### config.mk
export PLATFORM = sky130hd
export DESIGN_NAME = instr_fetch_unit
export DESIGN_NICKNAME = d
export VERILOG_FILES = /design/src/rtl/mips_pkg.sv /design/src/rtl/fetch_fifo.sv /design/src/rtl/instr_fetch_unit.sv
export SDC_FILE = /design/constraint.sdc
export NUM_CORES = 1
export LEC_CHECK = 0
export ABC_AREA = 1
export BUFFER_PORTS_ARGS = -buffer_cell sky130_fd_sc_hd__buf_2
export CAP_MARGIN = 40
export CORE_MARGIN = 3
export CORE_UTILIZATION = 26
export CTS_BUF_LIST = sky130_fd_sc_hd__clkbuf_16
export CTS_CLUSTER_DIAMETER = 80
export DETAILED_ROUTE_END_ITERATION = 8
export GPL_ROUTABILITY_DRIVEN = 0
export HOLD_SLACK_MARGIN = 0.06
export MAX_ROUTING_LAYER = met4
export PLACE_DENSITY = 0.41
export SYNTH_ARGS = -nofsm -noshare
export SYNTH_HDL_FRONTEND = slang
export SYNTH_SLANG_ARGS = --single-unit
### constraint.sdc
create_clock -name clk -period 9.1 [get_ports clk]
set_input_delay 1.365 -clock clk [delete_from_list [all_inputs] [get_ports clk]]
set_output_delay 1.365 -clock clk [all_outputs]
set_load 0.01 [all_outputs]
### src/rtl/mips_pkg.sv
// Shared types and constants for the MIPS32 front end.
// Holds the fetch FIFO entry layout, the default reset PC and instruction field positions.
package mips_pkg;

    localparam int XLEN = 32;

    localparam logic [XLEN-1:0] RESET_PC_DEFAULT = 32'h0000_0000;

    localparam int OPCODE_MSB = 31;
    localparam int OPCODE_LSB = 26;
    localparam int FUNC_MSB   = 5;
    localparam int FUNC_LSB   = 0;

    typedef struct packed {
        logic [XLEN-1:0] instr;
        logic [XLEN-1:0] pc;
    } fetch_entry_t;

    function automatic logic [XLEN-1:0] word_align(input logic [XLEN-1:0] a);
        return {a[XLEN-1:2], 2'b00};
    endfunction

endpackage

### src/rtl/fetch_fifo.sv
// Prefetch FIFO holding {instr, pc} entries between instruction memory and decode.
// Ports: clk, rst, push_i/din_i, pop_i, flush_i (dominates push), head_o, count_o.
module fetch_fifo
    import mips_pkg::*;
#(
    parameter int DEPTH = 4,
    localparam int AW = $clog2(DEPTH),
    localparam int CW = $clog2(DEPTH + 1)
) (
    input  logic         clk,
    input  logic         rst,
    input  logic         push_i,
    input  fetch_entry_t din_i,
    input  logic         pop_i,
    input  logic         flush_i,
    output fetch_entry_t head_o,
    output logic [CW-1:0] count_o
);

    fetch_entry_t  mem_q [DEPTH];
    logic [AW-1:0] wr_ptr_q;
    logic [AW-1:0] rd_ptr_q;
    logic [CW-1:0] count_q;
    logic [CW-1:0] count_d;

    logic do_pop;
    logic do_push;

    assign do_pop  = pop_i && (count_q != '0);
    // A push into a full FIFO is only accepted when a pop frees a slot the same cycle.
    assign do_push = push_i && ((count_q != CW'(DEPTH)) || do_pop);

    always_comb begin
        count_d = count_q;
        if (do_push && !do_pop) begin
            count_d = count_q + CW'(1);
        end else if (!do_push && do_pop) begin
            count_d = count_q - CW'(1);
        end
    end

    always_ff @(posedge clk) begin
        if (rst || flush_i) begin
            wr_ptr_q <= '0;
            rd_ptr_q <= '0;
            count_q  <= '0;
        end else begin
            if (do_push) begin
                wr_ptr_q <= wr_ptr_q + AW'(1);
            end
            if (do_pop) begin
                rd_ptr_q <= rd_ptr_q + AW'(1);
            end
            count_q <= count_d;
        end
    end

    always_ff @(posedge clk) begin
        if (do_push && !flush_i) begin
            mem_q[wr_ptr_q] <= din_i;
        end
    end

    assign head_o  = mem_q[rd_ptr_q];
    assign count_o = count_q;

endmodule

### src/rtl/instr_fetch_unit.sv
// Instruction fetch stage: sequential PC generation, in-order memory requests, prefetch buffering, redirects.
// Ports: imem_req_* toward memory, imem_resp_* from memory, redirect_* from branch logic, if_* to decode.
module instr_fetch_unit
    import mips_pkg::*;
#(
    parameter int              DEPTH    = 4,
    parameter logic [XLEN-1:0] RESET_PC = RESET_PC_DEFAULT
) (
    input  logic            clk,
    input  logic            rst,
    output logic            imem_req_valid,
    input  logic            imem_req_ready,
    output logic [XLEN-1:0] imem_req_addr,
    input  logic            imem_resp_valid,
    input  logic [XLEN-1:0] imem_resp_data,
    input  logic            redirect_valid,
    input  logic [XLEN-1:0] redirect_pc,
    output logic            if_valid,
    input  logic            if_ready,
    output logic [XLEN-1:0] if_instr,
    output logic [XLEN-1:0] if_pc,
    output logic [XLEN-1:0] if_pc_plus4
);

    localparam int CW = $clog2(DEPTH + 1);

    logic [XLEN-1:0] fetch_pc_q, fetch_pc_d;
    logic [XLEN-1:0] resp_pc_q, resp_pc_d;
    logic [CW-1:0]   inflight_q, inflight_d;
    logic [CW-1:0]   drop_q, drop_d;

    logic [CW-1:0]   fifo_count;
    fetch_entry_t    fifo_head;
    fetch_entry_t    fifo_din;

    logic [CW:0]     occupancy;
    logic            req_fire;
    logic            resp_ok;
    logic            push;
    logic            pop;
    logic [CW-1:0]   inflight_dec;

    // Buffered plus outstanding words never exceed DEPTH, so responses always fit.
    assign occupancy = (CW+1)'(fifo_count) + (CW+1)'(inflight_q);

    assign imem_req_valid = !rst && !redirect_valid
                          && (occupancy < (CW+1)'(DEPTH));
    assign imem_req_addr  = fetch_pc_q;
    assign req_fire       = imem_req_valid && imem_req_ready;

    // A response with nothing outstanding is a protocol error and is ignored.
    assign resp_ok      = imem_resp_valid && (inflight_q != '0);
    assign inflight_dec = inflight_q - CW'(resp_ok);
    assign push         = resp_ok && (drop_q == '0);
    assign pop          = if_valid && if_ready;

    assign fifo_din = '{instr: imem_resp_data, pc: resp_pc_q};

    always_comb begin
        fetch_pc_d = fetch_pc_q;
        resp_pc_d  = resp_pc_q;
        inflight_d = inflight_dec;
        drop_d     = drop_q;
        if (redirect_valid) begin
            fetch_pc_d = word_align(redirect_pc);
            resp_pc_d  = word_align(redirect_pc);
            // Everything still outstanding belongs to the old path.
            drop_d     = inflight_dec;
        end else begin
            if (req_fire) begin
                fetch_pc_d = fetch_pc_q + 32'd4;
                inflight_d = inflight_dec + CW'(1);
            end
            if (resp_ok && (drop_q != '0)) begin
                drop_d = drop_q - CW'(1);
            end
            if (push) begin
                resp_pc_d = resp_pc_q + 32'd4;
            end
        end
    end

    always_ff @(posedge clk) begin
        if (rst) begin
            fetch_pc_q <= RESET_PC;
            resp_pc_q  <= RESET_PC;
            inflight_q <= '0;
            drop_q     <= '0;
        end else begin
            fetch_pc_q <= fetch_pc_d;
            resp_pc_q  <= resp_pc_d;
            inflight_q <= inflight_d;
            drop_q     <= drop_d;
        end
    end

    fetch_fifo #(
        .DEPTH (DEPTH)
    ) u_fifo (
        .clk     (clk),
        .rst     (rst),
        .push_i  (push),
        .din_i   (fifo_din),
        .pop_i   (pop),
        .flush_i (redirect_valid),
        .head_o  (fifo_head),
        .count_o (fifo_count)
    );

    assign if_valid    = (fifo_count != '0);
    assign if_instr    = if_valid ? fifo_head.instr : '0;
    assign if_pc       = if_valid ? fifo_head.pc : '0;
    assign if_pc_plus4 = if_valid ? (fifo_head.pc + 32'd4) : '0;

    resp_order_a: assert property (
        @(posedge clk) disable iff (rst)
        imem_resp_valid |-> (inflight_q != '0)
    );

endmodule
Word-level counts from Yosys, hierarchy flattened
Memories as Yosys holds them, arrays and structs flattened. A register that Yosys moved wholly into a read port is not among the register bits.
Cells that the tools add are included.
Widths: inputs -> output; s select.
{"block": "word_totals", "ramBits": 256, "out_inout_bits": 130, "reg_bits": 77, "mem_count": 1}
{"block": "op_classes", "eq_ne": 1, "n_mux": 17, "n_reduce_logical": 27, "add_sub_neg": 11, "magnitude_cmp": 1}
{"memory": "u_fifo.mem_q", "depth": 4, "width": 64, "read_ports": 1, "rd_clocked_by_memory_dff": 1, "write_ports": 1, "line": "fetch_fifo.sv:20", "rtl": "fetch_entry_t mem_q [DEPTH];"}
{"op": "$mux 32", "n": 7}
{"op": "$add 32x3->32 const B", "n": 3}
{"op": "$mux 3", "n": 6}
{"op": "$logic_and 1x1->1", "n": 12}
{"op": "$reduce_bool 3->1", "n": 3}
{"op": "$reduce_bool 2->1", "n": 4}
{"op": "$add 3x1->3 const B", "n": 2}
{"op": "$sub 3x1->3 const B", "n": 2}
{"op": "$add 2x1->2 const B", "n": 2}
{"op": "$add 3x3->4", "n": 1}
{"op": "$logic_not 1->1", "n": 4}
{"op": "$lt 4x3->1 const B", "n": 1}
{"op": "$mux 2", "n": 2}
{"op": "$logic_not 3->1", "n": 1}
{"op": "$ne 3x3->1 const B", "n": 1}
{"op": "$sub 3x1->3", "n": 1}
{"op": "$logic_or 1x1->1", "n": 2}
{"op": "$mux 1", "n": 2}
{"op": "$reduce_or 2->1", "n": 1}

Logic depth before layout (Yosys ltp)
Gate-level depths: netlist (run 1).
{"block": "depth", "depth_word": 9, "mapped_depth": 16, "depth_no_buf": 15}

Cells and area by module
A second synthesis (run 1) with hierarchy kept.
{"block": "hier_totals", "cells_unflattened": 1760, "area_unflattened_um2": 15921.5}
{"module": "fetch_fifo", "n_inst": 1, "area_each_um2": 10000.8, "cells_per_inst": 691}
{"module": "instr_fetch_unit", "n_inst": 1, "area_each_um2": 5920.7, "cells_per_inst": 1069}

Least setup slack after synthesis (run 1)
Ideal clock, no wire load.
{"block": "synth_timing", "path_kind": "input to register", "start": "input port redirect_valid", "end": "memory u_fifo.mem_q[0][10] in the netlist's numbering, enable pin", "path_stages": 6, "t_required_ns": 8.618, "setup_ns": 0.482, "arrival_ns": 4.886, "path_slack_ns": 3.732, "cell_sequence": "clkbuf_1 inv_1 clkbuf_1 buf_1 nand2_1 nor2_1"}
{"block": "synth_between", "elab_chain_cells": 4}
{"item": "from (decl)", "line": "instr_fetch_unit.sv:16", "rtl": "input logic redirect_valid,"}
{"item": "$logic_not 1->1", "line": "fetch_fifo.sv:59", "rtl": "if (do_push && !flush_i) begin"}
{"item": "$logic_and 1x1->1", "line": "fetch_fifo.sv:59"}
{"item": "$mux 1", "line": "fetch_fifo.sv:59"}
{"item": "$mux 1 (not written as such)", "line": "fetch_fifo.sv:60", "rtl": "mem_q[wr_ptr_q] <= din_i;"}
{"item": "to (decl)", "line": "fetch_fifo.sv:20"}
No other way between the ends.

==> impl_metrics.env, run 1 <==
export IMPL_cts_repair_resized=0
export IMPL_finalInstanceArea_um2=19200
export IMPL_fmax_mhz=181
export IMPL_final_util_pct=31.5
export IMPL_setup_violations=0
export IMPL_antenna_left=0
export IMPL_diodes=0
export IMPL_placed_cell_area_um2=18000
export IMPL_drv_cap=0
export IMPL_cp_max_fo=69
export IMPL_clockBufferDepth=3
export IMPL_drv_slew=0
export IMPL_via_count=13200
export IMPL_cp_data_arrival_time_ns=4.15
export IMPL_rsz0062_at_grt="no"
export IMPL_initial_core_util_pct=26.5
export IMPL_clock_skew_ns=0.0113
export IMPL_hold_slack_ns=0.471
export IMPL_n_fill_cell=6510
export IMPL_met2_usage_pct=26.3
export IMPL_hp_class="register to register"
export IMPL_endpoint_kind="output port"
export IMPL_ioPinCount=200
export IMPL_synth_top_cell_by_area="edfxtp_1"
export IMPL_worstSetupPathType="register to output port"
export IMPL_critPathLaunchType="register"
export IMPL_outcome="finished, final reports clean"
export IMPL_layout_setup_ws_ns=3.59
export IMPL_die_h_um=255
export IMPL_final_common_cell="nand2_1"
export IMPL_dp_cells=2892
export IMPL_grt_pass1_wl_um=76700
export IMPL_drive_above_1_share_pct=14.3
export IMPL_ys_seq_area_share_pct=55.4
export IMPL_syn2layout_area_growth_pct=18.8
export IMPL_synth_seq_cells=323
export IMPL_slew_headroom_pct=42.3
export IMPL_viasPerCell=4.46
export IMPL_hpwl_um=35400
export IMPL_fin_crit_ns=5.51
export IMPL_hold_buffers=0
export IMPL_grt_usage_pct=16.0
export IMPL_numCtsBuffers=39
export IMPL_power_mw=4.28
export IMPL_drc_errors=0
export IMPL_core_um2=60900
export IMPL_grt_max_degree=70
export IMPL_drt_iter0_drc=735
export IMPL_vdd_drop_max_mv=0.0900
export IMPL_cts_tree="built"
export IMPL_clock_sinks=323
export IMPL_synthFlopType="edfxtp_1"
export IMPL_power_density_nw_per_um2=223
export IMPL_synth_area_per_cell_um2=8.36
export IMPL_avgRoutedWirePerCell_um=17.3
export IMPL_worst_pin_slew_ns=0.865
export IMPL_synth_top_area_share_pct=46.1
export IMPL_htree_levels=2
export IMPL_synth_warnings=0
export IMPL_clockRootBuffer="clkbuf_16"
export IMPL_num_rows=90
export IMPL_ys_top_cells_by_area="edfxtp_1, nand2_1, dfxtp_1, nor2_1, o21ai_0"
export IMPL_routed_wl_um=51200
export IMPL_leakagePower_nw=7.75
export IMPL_synth_cell_type_count=45
export IMPL_postSynth_asyncResetShare_pct=0
export IMPL_fin_crit_sh_pct=60.6
export IMPL_postSynthCellCount=1931
export IMPL_finalHoldViolCount=0
export IMPL_critPathRequiredTime_ns=7.74
export IMPL_cts_clk_slew_worst_paths_ns=0.05
export IMPL_grt_busiest_layer="met2"
export IMPL_io_buffer_count=191
export IMPL_fin_tns_setup_ns=0
export IMPL_finalNetCount=2191
export IMPL_grt_pass1_vias=12800
export IMPL_clk_insertion_delay_late_ns=0.55
export IMPL_pre_cts_slack_ns=4.13
export IMPL_met1_usage_pct=20.6
export IMPL_antenna_found_initial=1
export IMPL_final_cells=2964
export IMPL_overflow=0
export IMPL_netlist_area_um2=16100
export IMPL_die_w_um=255
export IMPL_dieArea_um2=65100
export IMPL_synth_edf_count=248
export IMPL_layout_common_cells="nand2_1, nor2_1, edfxtp_1, buf_2, inv_1"
export IMPL_cts_setup_buffers=0
export IMPL_grtUsageMet3_pct=2.59
export IMPL_drt_pass1_iterations=6
[path summary, 6_finish.rpt]
check / start / end / slack, ns / cells after the start
hold / removal: u_fifo.rd_ptr_q[1] / register / 0.47 / 2
hold reg to reg: u_fifo.rd_ptr_q[1] / register / 0.47 / 2
setup / recovery: register / if_pc_plus4[16] / 3.59 / 11
setup reg to reg: inflight_q[2] / u_fifo.mem_q[2][28] / 5.68 / 10
[cell families after synthesis]
group / synth area share [%]
XOR/XNOR: 1.63
other: 0.0232
AND/OR/NAND/NOR: 26.4
flip-flops: 55.4
AO/OA/AOI/OAI: 8.70
adder cells (fa/ha/maj): 1.29
buffers and inverters: 6.52
[metal layers]
| metal | part of all wire (%) | vias to the layer above | wire length [um] |
|---|---|---|---|
| met5 | 0 | - | 0 |
| met4 | 2.1 | 0 | 1080 |
| met3 | 4.8 | 75 | 2470 |
| met2 | 47 | 290 | 24000 |
| met1 | 46 | 6153 | 23600 |
| li1 | - | 6702 | - |
[flip-flops by register name, indices dropped and copies added (netlist names), named ones only]
name and cells:
u_fifo.wr_ptr_q 2, u_fifo.mem_q 248, resp_pc_q 30, imem_req_addr 30, inflight_q 3, u_fifo.rd_ptr_q 2
drop_q 3, u_fifo.count_o 3
[power breakdown]
| group | switching [mW] | internal [mW] | leakage (nW) | total [mW] |
|---|---|---|---|---|
| clock | 0.625 | 0.843 | 0.620 | 1.47 |
| combinational | 0.730 | 0.330 | 4.25 | 1.06 |
| sequential | 0.0753 | 1.68 | 2.88 | 1.75 |
[cell type report]
type	count	area, um^2	share of cell area, %
Clock buffer	39	976	5.09
Sequential cell	323	8950	46.7
Multi-Input combinational cell	1371	6190	32.3
Timing Repair Buffer	211	1190	6.18
Clock inverter	33	236	1.23
Tap cell	828	1040	5.40
Inverter	159	599	3.12
[worst max-delay path, cell delays in order, from the launching register on]
cell and delay [ns]:
dfxtp_4 0.55, inv_4 0.58, buf_4 0.71, nand2_1 0.15
nand3_1 0.13, nand2_2 0.17, nor2_1 0.25, nand2_1 0.10
nor2_2 0.18, a21oi_1 0.09, nor3_1 0.36, buf_2 0.22
[cells in the mapped netlist, drive strengths merged, types with 2 or more instances]
master  instances
clkbuf         29
a21oi         103
o21ai         132
xnor2           3
xor2           27
a31oi          14
nor2          338
or2             2
dfxtp          75
buf            54
nand4          19
edfxtp        248
nor3           29
clkinv          2
nand2         553
o221ai          2
ha             15
inv           157
o211ai          7
nand3         109
No activity file was read; power rests on OpenSTA's default activity.
==> run 2: changes to the inputs <==
--- a/config.mk
+++ b/config.mk
@@ -16,7 +16,7 @@
 export GPL_ROUTABILITY_DRIVEN = 0
 export HOLD_SLACK_MARGIN = 0.06
 export MAX_ROUTING_LAYER = met4
-export PLACE_DENSITY = 0.41
+export PLACE_DENSITY = 0.43
 export SYNTH_ARGS = -nofsm -noshare
 export SYNTH_HDL_FRONTEND = slang
 export SYNTH_SLANG_ARGS = --single-unit
==> constraint.sdc (replaced) <==
create_clock -name clk -period 4.9 [get_ports clk]
set_input_delay 0.735 -clock clk [delete_from_list [all_inputs] [get_ports clk]]
set_output_delay 0.735 -clock clk [all_outputs]
set_load 0.01 [all_outputs]
==> run 2 against run 1 <==
Effect of this change:
- utilization up 0.22 points
- global-route usage decreased by 0.33 points
- design area rose by 0.71%
- power up 91%
- sequential power rose by 85%
- combinational power up 87%
- clock-buffer cell count up 2
- register-to-register slack worse by 3.8 ns
- die area unchanged
- clock skew is essentially flat
- sequential share of layout area decreased by 0.33 points
- largest power group unchanged
==> impl_metrics.env, run 2 (same netlist as run 1, synthesis figures left out) <==
export IMPL_hold_buffers=0
export IMPL_cts_repair_resized=0
export IMPL_critPathLaunchType="register"
export IMPL_drc_errors=0
export IMPL_cp_max_fo=77
export IMPL_hp_class="primary input to register"
export IMPL_drv_slew=0
export IMPL_fin_crit_ns=3.90
export IMPL_vdd_drop_max_mv=0.222
export IMPL_final_common_cell="nand2_1"
export IMPL_leakagePower_nw=7.82
export IMPL_fin_tns_setup_ns=0
export IMPL_final_util_pct=31.7
export IMPL_fmax_mhz=257
export IMPL_cp_data_arrival_time_ns=3.16
export IMPL_grt_pass1_wl_um=75700
export IMPL_critPathRequiredTime_ns=4.16
export IMPL_ioPinCount=200
export IMPL_num_rows=90
export IMPL_io_buffer_count=191
export IMPL_cts_clk_slew_worst_paths_ns=0.06
export IMPL_dieArea_um2=65100
export IMPL_slew_headroom_pct=45.3
export IMPL_outcome="finished, final reports clean"
export IMPL_drt_iter0_drc=876
export IMPL_avgRoutedWirePerCell_um=17.0
export IMPL_regMostFlops="u_fifo.mem_q"
export IMPL_antenna_left=0
export IMPL_cts_tree="built"
export IMPL_power_density_nw_per_um2=422
export IMPL_viasPerCell=4.48
export IMPL_htree_levels=2
export IMPL_clockRootBuffer="clkbuf_16"
export IMPL_largest_reg_flops=248
export IMPL_clock_skew_ns=0.0108
export IMPL_layout_common_cells="nand2_1, nor2_1, edfxtp_1, buf_2, inv_1"
export IMPL_hpwl_um=34300
export IMPL_setup_violations=0
export IMPL_drt_pass1_iterations=5
export IMPL_endpoint_kind="output port"
export IMPL_finalHoldViolCount=0
export IMPL_die_w_um=255
export IMPL_power_mw=8.16
export IMPL_clock_sinks=323
export IMPL_numCtsBuffers=40
export IMPL_fin_crit_sh_pct=79.5
export IMPL_rsz0062_at_grt="no"
export IMPL_drv_cap=0
export IMPL_finalNetCount=2198
export IMPL_grt_usage_pct=15.7
export IMPL_syn2layout_area_growth_pct=19.6
export IMPL_worst_pin_slew_ns=0.820
export IMPL_reg2reg_from="inflight_q[2]"
export IMPL_min_from="imem_resp_data[11]"
export IMPL_worstSetupPathType="register to output port"
export IMPL_clk_insertion_delay_late_ns=0.55
export IMPL_grt_max_degree=131
export IMPL_antenna_found_initial=0
export IMPL_die_h_um=255
export IMPL_final_seq_area_um2=8950
export IMPL_initial_core_util_pct=26.5
export IMPL_hold_slack_ns=0.401
export IMPL_drive_above_1_share_pct=14.9
export IMPL_overflow=0
export IMPL_multi_input_area_um2=6190
export IMPL_core_um2=60900
export IMPL_n_fill_cell=6457
export IMPL_cts_setup_buffers=0
export IMPL_routed_wl_um=50600
export IMPL_grt_pass1_vias=12700
export IMPL_via_count=13300
export IMPL_clockBufferDepth=3
-- run 2: changes by cell type in the layout (fill, tap and decap cells not counted), sizes merged --
cell | before | now
clkinv | 20 | 21
buf | 211 | 217
inv | 167 | 165
bufinv | 2 | 5
clkbuf | 39 | 41
clkinvlp | 3 | 1
diode | 0 | 1
-- run 2: final timing paths --
| path | end | slack [ns] | cells past startpoint |
|---|---|---|---|
| max reg2reg | u_fifo.mem_q[0][50] | 1.86 | 9 |
| min reg2reg | register | 0.47 | 2 |
| min | u_fifo.mem_q[1][43] | 0.40 | 1 |
| max | if_pc_plus4[31] | 1.00 | 16 |
-- run 2: layout make-up --
cell class / count / area share (%)
Sequential cell: 323 / 46.4
Multi-Input combinational cell: 1371 / 32.1
Timing Repair Buffer: 217 / 6.30
Tap cell: 828 / 5.36
Clock buffer: 41 / 5.31
Inverter: 159 / 3.10
Clock inverter: 33 / 1.50
Antenna cell: 1 / 0.0130
-- run 2: critical path, cell delays in order, from the launching register on --
cell and delay, ns:
dfxtp_4 0.36, inv_4 0.23, buf_16 0.32, buf_4 0.37, nand2_1 0.09, nand2_1 0.07, nand2_1 0.05, nand2_1 0.15
nand2_1 0.07, nor2_1 0.10, nand2_1 0.06, nor2_1 0.25, nand2_1 0.09, nand2_1 0.06, nand2_1 0.06, nor2_2 0.08
buf_2 0.14
-- run 2: report_power, final --
group | internal (mW) | switching (mW) | total (mW)
clock | 1.79 | 1.16 | 2.95
combinational | 0.602 | 1.37 | 1.98
sequential | 3.12 | 0.120 | 3.24
total | 5.51 | 2.65 | 8.16
-- run 2: routing by layer --
metal / GRT usage, % / vias to the layer above / share of wire, %
met5: - / - / 0
met4: 4.37 / 0 / 2.2
met3: 2.42 / 67 / 4.9
met2: 25.1 / 322 / 46
met1: 20.7 / 6224 / 46
li1: - / 6713 / -
-- run 2: per-stage QoR --
step,instances,cell area [um^2],setup WS (ns)
2_1_floorplan,1936,16200,0.162
3_3_place_gp,2895,17900,1.15
3_5_place_dp,2898,18000,1.35
4_1_cts,2972,19300,0.864
5_1_grt,2972,19300,0.682
6_report,2973,19300,1.00
